### src/rtl/rf_arbiter.sv
// Two-requester round-robin arbiter in front of a single-port register file.
// Latency: grant same cycle as request; strobe one cycle later; read data/error one cycle after RdData_Valid/timeout.
// Backpressure: requests are held until granted; no grant while a transaction is in flight; RdData_Valid ignored outside READ_WAIT.
module rf_arbiter #(
    parameter int RD_TIMEOUT = 8
) (
    input  logic       CLK,
    input  logic       RST,
    input  logic       REQ0,
    input  logic       REQ1,
    input  logic       WE0,
    input  logic       WE1,
    input  logic [3:0] ADDR0,
    input  logic [3:0] ADDR1,
    input  logic [7:0] WDATA0,
    input  logic [7:0] WDATA1,
    output logic       GNT0,
    output logic       GNT1,
    output logic [7:0] RDATA0,
    output logic [7:0] RDATA1,
    output logic       RVALID0,
    output logic       RVALID1,
    output logic       RD_ERR0,
    output logic       RD_ERR1,
    output logic       BUSY,
    output logic [3:0] Address,
    output logic       WrEn,
    output logic       RdEn,
    output logic [7:0] WrData,
    input  logic [7:0] RdData,
    input  logic       RdData_Valid
);

    localparam int CW = (RD_TIMEOUT > 1) ? $clog2(RD_TIMEOUT) : 1;

    typedef enum logic [1:0] {IDLE, WRITE, READ_ISSUE, READ_WAIT} state_t;

    state_t        state;
    logic          last;   // requester granted most recently; 1 after reset so 0 wins first
    logic          owner;  // requester owning the in-flight transaction
    logic [CW-1:0] cnt;

    logic       gnt0_c;
    logic       gnt1_c;
    logic       sel_we;
    logic [3:0] sel_addr;
    logic [7:0] sel_wdata;

    // Grant decision: only in IDLE, never during reset, round-robin on contention
    always_comb begin
        gnt0_c = 1'b0;
        gnt1_c = 1'b0;
        if (!RST && state == IDLE) begin
            if (REQ0 && REQ1) begin
                if (last) gnt0_c = 1'b1;
                else      gnt1_c = 1'b1;
            end else if (REQ0) begin
                gnt0_c = 1'b1;
            end else if (REQ1) begin
                gnt1_c = 1'b1;
            end
        end
    end

    assign GNT0      = gnt0_c;
    assign GNT1      = gnt1_c;
    assign sel_we    = gnt1_c ? WE1    : WE0;
    assign sel_addr  = gnt1_c ? ADDR1  : ADDR0;
    assign sel_wdata = gnt1_c ? WDATA1 : WDATA0;

    // Transaction FSM with registered register-file strobes and response pulses
    always_ff @(posedge CLK) begin
        if (RST) begin
            state   <= IDLE;
            last    <= 1'b1;
            owner   <= 1'b0;
            cnt     <= '0;
            RDATA0  <= '0;
            RDATA1  <= '0;
            RVALID0 <= 1'b0;
            RVALID1 <= 1'b0;
            RD_ERR0 <= 1'b0;
            RD_ERR1 <= 1'b0;
            BUSY    <= 1'b0;
            Address <= '0;
            WrEn    <= 1'b0;
            RdEn    <= 1'b0;
            WrData  <= '0;
        end else begin
            RVALID0 <= 1'b0;
            RVALID1 <= 1'b0;
            RD_ERR0 <= 1'b0;
            RD_ERR1 <= 1'b0;
            case (state)
                IDLE: begin
                    if (gnt0_c || gnt1_c) begin
                        owner   <= gnt1_c;
                        last    <= gnt1_c;
                        BUSY    <= 1'b1;
                        Address <= sel_addr;
                        if (sel_we) begin
                            WrEn   <= 1'b1;
                            WrData <= sel_wdata;
                            state  <= WRITE;
                        end else begin
                            RdEn  <= 1'b1;
                            state <= READ_ISSUE;
                        end
                    end
                end
                WRITE: begin
                    WrEn    <= 1'b0;
                    WrData  <= '0;
                    Address <= '0;
                    BUSY    <= 1'b0;
                    state   <= IDLE;
                end
                READ_ISSUE: begin
                    RdEn  <= 1'b0;
                    cnt   <= '0;
                    state <= READ_WAIT;
                end
                READ_WAIT: begin
                    // Valid data wins over a coinciding timeout
                    if (RdData_Valid) begin
                        if (owner) begin
                            RDATA1  <= RdData;
                            RVALID1 <= 1'b1;
                        end else begin
                            RDATA0  <= RdData;
                            RVALID0 <= 1'b1;
                        end
                        Address <= '0;
                        BUSY    <= 1'b0;
                        state   <= IDLE;
                    end else if (cnt == CW'(RD_TIMEOUT - 1)) begin
                        if (owner) RD_ERR1 <= 1'b1;
                        else       RD_ERR0 <= 1'b1;
                        Address <= '0;
                        BUSY    <= 1'b0;
                        state   <= IDLE;
                    end else begin
                        cnt <= cnt + 1'b1;
                    end
                end
                default: state <= IDLE;
            endcase
        end
    end

endmodule

### config.mk
export PLATFORM = sky130hd
export DESIGN_NAME = rf_arbiter
export DESIGN_NICKNAME = d
export VERILOG_FILES = /design/src/rtl/rf_arbiter.sv
export SDC_FILE = /design/constraint.sdc
export NUM_CORES = 1
export LEC_CHECK = 0
export ABC_AREA = 1
export CORE_ASPECT_RATIO = 1.2
export CORE_UTILIZATION = 43
export CTS_CLUSTER_DIAMETER = 80
export DETAILED_ROUTE_END_ITERATION = 12
export PLACE_DENSITY = 0.88
export SLEW_MARGIN = 0
export SYNTH_ARGS = -nofsm -noshare
export SYNTH_HDL_FRONTEND = slang
export SYNTH_SLANG_ARGS = --single-unit
export TNS_END_PERCENT = 5
### constraint.sdc
create_clock -name CLK -period 1.8 [get_ports CLK]
set_input_delay 0.45 -clock CLK [delete_from_list [all_inputs] [get_ports CLK]]
set_output_delay 0.45 -clock CLK [all_outputs]
set_load 0.02 [all_outputs]
# Word-level counts from Yosys, hierarchy flattened
# Cells that the tools add are included.
[op_classes] mux=39 n_shift=0 n_lt_le_gt_ge=0 addsub=1 reduce_logical=19 multipliers=0 bitwise=4 eq_ne=10 div_mod_pow=0
[ops] op="8-bit 2-to-1 mux" count=3
[ops] op="1-bit 2-to-1 mux" count=19
[ops] op="3-bit AND reduction" count=6
[ops] op="4-bit 2-to-1 mux" count=4
[ops] op="8-bit case mux with 2 select lines" count=1
[ops] op="4-bit case mux with 3 select lines" count=1
[ops] op="2-bit 2-to-1 mux" count=4
[ops] op="2-bit != test (second input constant)" count=4
[ops] op="2-bit case mux with 4 select lines" count=1
[ops] op="3-bit 2-to-1 mux" count=2
[ops] op="3-bit case mux with 2 select lines" count=1
[ops] op="2-bit nonzero test" count=3
[ops] op="2-bit == test (second input constant)" count=2
[ops] op="1-bit NOT" count=4
[ops] op="1-bit case mux with 2 select lines" count=2
[ops] op="2-bit AND reduction" count=2
[ops] op="4-bit OR reduction" count=1
[ops] op="3-bit by 1-bit adder with 3-bit output (second input constant)" count=1
[ops] op="3-bit == test (second input constant)" count=1
[ops] op="3-bit != test (second input constant)" count=1
[ops] op="1-bit case mux with 3 select lines" count=1
[ops] op="3-bit nonzero test" count=1
[ops] op="3-bit OR reduction" count=1
[ops] op="2-bit by 1-bit == test with 1-bit output (second input constant)" count=1
[ops] op="other kinds (5)" count=6
[word_totals] memories=0 ramBits=0 reg_bits=42 inputBits=39 wordCells=88 rom_bits=0 latchBits=0

# Logic depth before layout (Yosys ltp)
# Gate-level depths: netlist (run 1).
[depth] ltp_word=8 ltp_mapped=10

# Worst setup path after synthesis (run 1)
# Ideal clock, no wire load.
[synth_path] path_kind="input to output" start="in RST" end="out GNT0" n_path_buf=1 arrival_time_ns=1.134 slack_ns=0.216 required_ns=1.350 path_stages=4 cell_sequence="buf_4 inv_2 nand3_2 nor2_1"
[synth_via] elab_chain_len=3
[synth_rtl] item="start: declaration" line_no="8" text="input logic RST,"
[synth_rtl] item="1-bit logical NOT" line_no="53" text="if (!RST && state == IDLE) begin"
[synth_rtl] item="1-bit logical AND" line_no="53"
[synth_rtl] item="1-bit 2-to-1 mux" line_no="53"
[synth_rtl] item="end: declaration" line_no="17" text="output logic GNT0,"
# Every way passes these cells.

# Worst setup path after layout (run 1)
[layout_path] start="reg WrData[7]" end="out WrData[7]"
[layout_rtl] item="start: declaration" line_no="29" text="output logic [7:0] WrData,"
[layout_rtl] item="start signal: assignment" line_no="103" text="WrData <= sel_wdata;"
# No word-level cell between the ends.

==> results of run 1 <==
-- power breakdown --
part / total [mW] / switching (mW) / internal [mW]
clock: 0.886 / 0.330 / 0.556
sequential: 1.07 / 0.0587 / 1.01
combinational: 0.842 / 0.464 / 0.378
-- final cells by class --
class | instances | area share [%]
Clock buffer | 5 | 2.287
Clock inverter | 3 | 2.287
Multi-Input combinational cell | 192 | 31.60
Timing Repair Buffer | 91 | 28.90
Inverter | 34 | 4.657
Tap cell | 56 | 2.328
Sequential cell | 42 | 27.94
-- sequential cells by signal, summed over array words and instances (netlist names), 2 cells and up --
signal   flops
cnt          3
RDATA0       8
Address      4
state        2
WrData       8
RDATA1       8
-- logic make-up after synthesis --
logic type,count (synthesis),synth area share (%)
AO/OA/AOI/OAI,35,9.661
buffers and inverters,39,8.381
adder cells (fa/ha/maj),2,1.279
AND/OR/NAND/NOR,155,37.68
flip-flops,42,42.99
-- placed cells by master (no fill, tap or decap), drive strengths merged --
cell            n
nor2           62
nand2          59
bufinv          2
dfxtp          42
clkdlybuf4s50  70
a21oi          17
clkbuf          5
nor3            2
dlygate4sd2     3
o21ai          17
nand3          29
nand4           3
inv            33
buf            18
clkinv          2
a211oi          1
ha              2
-- worst paths after layout --
| check | endpoint | slack, ns |
|---|---|---|
| worst max-delay path | WrData[7] | 0.07 |
| worst min-delay path | BUSY | 0.46 |
| worst max register to register | WrData[7] | 0.19 |
| worst min register to register | BUSY | 0.46 |
-- per-layer routing --
layer	vias up	track usage, %	share of wire (%)
li1	1046	-	-
met1	895	24.45	40
met2	75	42.08	51
met3	4	7.784	8.0
met4	0	6.566	0.57
met5	-	0	0
-- synthesized netlist by cell type (all sizes together) --
cell type / n
nor2: 62
nand2: 59
dfxtp: 42
inv: 33
nand3: 29
a21oi: 17
o21ai: 17
buf: 3
nand4: 3
clkbuf: 2
ha: 2
nor3: 2
a211oi: 1
clkinv: 1
-- stage by stage --
step,util (%),power [mW],setup WS [ns]
4_1_cts,69.55,2.814,0.07677
6_report,69.55,2.798,0.06843
3_5_place_dp,66.25,1.922,-0.5168
5_1_grt,69.55,2.952,0.03905
2_1_floorplan,-,1.573,0.2161
3_3_place_gp,66.25,1.901,-0.4975
==> metrics, run 1 <==
Layout Nets=407; CP required=1.35 ns; Placed Area=0.002867 mm2; MaxCap Viol Count=0; period utilization=96.20%; max-slew violation count=0; HP Start=BUSY; stages on the worst setup path=1; Worst Setup SP=WrData[7]; Initial Utilization=45.20%; status=finished, final reports clean; fill count=352; register area share after synthesis=42.99%; first-pass GRT wire length=8445 um; synthesized area per cell=7.163 um2; register area=840.8 um2; CP cell instances=clkdlybuf4s50_1; Worst Max-Slew Pin Slew=0.3152 ns; peak supply drop=0.0006939 V; final hold viol count=0; TritonCTS clock tree=done; final setup vio count=0; cts repair resizes=17; synth unique cells=26; pwr dens=929.7 mW/mm2; detailed-route DRC error count=0; placed cells=415; GRT Overall Usage=22.62%; Leakage=1.396 nW; crit-path max cell delay=0.61 ns; placeable core area=0.004327 mm2; clock sinks=42; syn nets=314; Worst-path clk slew=0.09 ns; H-tree depth=2; Crit Path Class=reg -> out; 1st-iter DRT viols=97; pin count of the biggest net entering global routing=28; total wire length=5113 um; area leader, netlist=dfxtp_1; Max Clock Skew=0.01243 ns; DR vias=2020; minimum hold slack=0.4649 ns; DP HPWL=3761 um; Ys Warns=0; Final ANT Viol Nets=0; crit start category=flop; multi-input logic area=950.9 um2; Syn Inst Count=273; initial antenna violation count=0; R2R cell count=10; design area=0.003009 mm2; Worst-Skew Late Latency=0.29 ns; die height=75.88 um; DR vias/cell=4.775; first-pass detailed-route iteration total=4; Relative slew margins=78.94%; share of layout cells above drive strength 1=16.35%; FMAX=0.5775 GHz; Hold/Removal Path Class=reg -> reg; die footprint=0.004823 mm2; post-synthesis cell area=0.001956 mm2; RR Startpoint=state[1]; # diodes=0; Top Family by Delay on Critical Path=buffers and inverters; Seq cells post-synth=42; CP Capture Type=output port; post-DR wirelength/cell=12.09 um; CP max stage cell=clkdlybuf4s50_1; Max Buffers Root-to-Sink=2; worst endpoint data arrival time=1.28 ns; post-route insts no fill=423; RSZ-0062 raised after global routing=false; area share of the largest cell type after synthesis=42.99%; I/O Pins=76; vias in the first global route=1904; Synth-to-Final Area Change=53.87%; cts bufs inserted=5; top cells by area, synth=dfxtp_1 (43%), nand2_1 (11%), nor2_1 (9.0%); Die W=63.56 um; fin crit period=1.732 ns; WP buf/inv=1; sum of negative setup slack=0 ns; hold_buf cts=0; Clock Root Buffer=clkbuf_8; Rows=26; global route overflow=0; setup bufs post-CTS=0; Worst Hold Path Cells=2; Routability Congestion=0.8251; critical-path maximum fanout=2; Port Buffer Count=75
Note: power is estimated with default switching activity, not from simulation.
==> inputs of run 2 (changes only) <==
--- a/config.mk
+++ b/config.mk
@@ -7,10 +7,11 @@
 export LEC_CHECK = 0
 export ABC_AREA = 1
 export CORE_ASPECT_RATIO = 1.2
-export CORE_UTILIZATION = 43
+export CORE_UTILIZATION = 53
 export CTS_CLUSTER_DIAMETER = 80
 export DETAILED_ROUTE_END_ITERATION = 12
-export PLACE_DENSITY = 0.88
+export DONT_BUFFER_PORTS = 1
+export PLACE_DENSITY = 0.77
 export SLEW_MARGIN = 0
 export SYNTH_ARGS = -nofsm -noshare
 export SYNTH_HDL_FRONTEND = slang
==> metrics, run 2 (synthesis gave the netlist of run 1 again) <==
status=complete, but fails checks; failing checks=design-rule violations; Layout Nets=324 (-20%); DP HPWL=3320 um (-12%); Final ANT Viol Nets=0 (unchanged); R2R cell count=7 (-3); Initial Utilization=57.11% (+12 points); FMAX=0.5743 GHz (-0.55%); detailed-route DRC error count=7 (+7); first-pass GRT wire length=7265 um (-14%); met2 wire length=2288 um (-12%); Die W=57.45 um (-9.6%); I/O Pins=76 (unchanged); fin util=62.95% (-6.6 points); Relative slew margins=76.23% (-2.7 points); # diodes=0 (unchanged); Worst Max-Slew Pin Slew=0.3562 ns (+0.04102 ns); placeable core area=0.003425 mm2 (-21%); final hold viol count=0 (unchanged); met3 routed WL=427 um (+4.7%); combinational power share=21.9% (-8.2 points); global route overflow=0 (unchanged); post-route insts no fill=321 (-24%); first-pass detailed-route iteration total=9 (+5); clock sinks=42 (unchanged); Max Clock Skew=0.005967 ns (-0.006466 ns); share of layout cells above drive strength 1=17.25% (+0.90 points); post-DR wirelength/cell=14.17 um (+17%); Reg power frac=47.8% (+9.6 points); die height=68.54 um (-9.7%); vias in the first global route=1659 (-13%); TritonCTS clock tree=done; pin count of the biggest net entering global routing=18 (-36%); Rows=23 (-12%); Routability Congestion=0.8367 (+1.4%); worst hold endpoint=RdEn; Switching Share=32.97% (+2.5 points); Hold/Removal Path Class=in -> reg; Worst-path clk slew=0.08 ns (about the same); cts bufs inserted=5 (unchanged); Internal Power=1.624 mW (-16%); highest metal used=met4; MaxCap Viol Count=0 (unchanged); die footprint=0.003938 mm2 (-18%); clock power share=30.3% (-1.4 points); Worst Hold Path Cells=1 (-1); period utilization=96.73% (+0.54 points); pwr dens=1124 mW/mm2 (+21%); 1st-iter DRT viols=101 (+4.1%); DR vias=1733 (-14%); fin crit period=1.741 ns (+0.009643 ns); most common library cell in the layout ignoring fill and taps=nand2_1; H-tree depth=2 (unchanged); Port Buffer Count=0 (-100%); max-slew violation count=0 (unchanged); DR vias/cell=5.399 (+13%); worst reg2reg endpoint=RDATA1[2]; WL met1=1801 um (-13%); crit start category=flop; Synth-to-Final Area Change=10.24%; R2R Setup Slk=0.28 ns (+0.09 ns); Max Buffers Root-to-Sink=2 (unchanged); Regs by FF count=RDATA0 (8), RDATA1 (8), WrData (8); CP Capture Type=output port; NetSw=0.7989 mW (-6.4%); design area=0.002156 mm2 (-28%); placed cells=308 (-26%); Design Power=2.423 mW (-13%); worst endpoint data arrival time=1.29 ns (about the same); Leakage=1.046 nW (-25%); minimum hold slack=0.2176 ns (-0.2472 ns); HP Start=RST; RR Startpoint=state[0]; final setup vio count=0 (unchanged); initial antenna violation count=0 (unchanged); critical-path maximum fanout=5 (+3); Placed Area=0.001994 mm2 (-30%); most frequent cells in the layout=nand2_1 (55), nor2_1 (47), dfxtp_1 (42), nand3_1 (26), inv_1 (23); total wire length=4548 um (-11%); Clock Root Buffer=clkbuf_8; peak supply drop=0.0006087 V (-12%); Worst-Skew Late Latency=0.29 ns (about the same); GRT Overall Usage=24.14% (+1.5 points); CP required=1.35 ns (about the same); Crit Path Class=reg -> out
[run 2: changes by cell type in the layout (fill, tap and decap cells not counted)]
cell / delta
clkdlybuf4s50_1: -70
buf_4: -8
dlygate4sd2_1: -3
buf_6: -2
clkinv_4: -2
bufinv_16: -1
clkbuf_1: +1
clkinv_2: +1
clkinvlp_4: +1
inv_4: -1
inv_6: +1
nand2_4: -1
nand2_8: +1
[run 2: timing repair]
action | in CTS | in global routing
endpoints found under the setup margin | 2 | 2
hold buffers | 0 | 0
resized for setup | 2 | 1
pin swaps | 1 | 2
buffers inserted | 0 | 5
[run 2: worst max-delay path: stages, from the launching register on]
cell and delay (ns):
dfxtp_1 0.38, nor2_4 0.20, nand3_2 0.13, nor2_1 0.14, buf_4 0.16
[run 2: cell type report]
class | instances | area [um2]
Fill cell | 324 | 1269
Multi-Input combinational cell | 192 | 959.7
Sequential cell | 42 | 840.8
Inverter | 34 | 138.9
Clock buffer | 6 | 72.57
Timing Repair Buffer | 8 | 60.06
Tap cell | 37 | 46.29
Clock inverter | 2 | 37.54
[run 2: worst max path at each step]
| stage | slack [ns] | startpoint | endpoint |
|---|---|---|---|
| 2_1_floorplan | 0.22 | RST | GNT0 |
| 3_3_place_gp | 0.33 | state[0] | GNT1 |
| 3_5_place_dp | 0.28 | state[1] | GNT1 |
| 4_1_cts | -0.001 | state[1] | GNT0 |
| 5_1_grt | -0.003 | state[0] | GNT0 |
| 6_report | 0.06 | state[0] | GNT0 |
[run 2: power by group through the flow]
| stage | clock network (mW) | logic (mW) | registers, mW |
|---|---|---|---|
| global route | 0.777 | 0.597 | 1.17 |
| floorplan | 0 | 0.412 | 1.16 |
| finish | 0.735 | 0.530 | 1.16 |
| CTS | 0.744 | 0.496 | 1.16 |
| detailed placement | 0 | 0.486 | 1.18 |
| global placement | 0 | 0.474 | 1.18 |
[run 2: per-layer routing]
layer,vias up,global-route usage (%)
met5,-,0
met4,0,10.06
met3,4,7.649
met2,72,42.01
met1,773,27.47
li1,884,-
[run 2: through the flow]
step                 TNS (ns)  worst slack [ns]
floorplan                   0            0.2161
global placement            0            0.3267
detailed placement          0            0.2804
global route        -0.003179         -0.003179
CTS                 -0.001285         -0.001285
finish                      0           0.05878
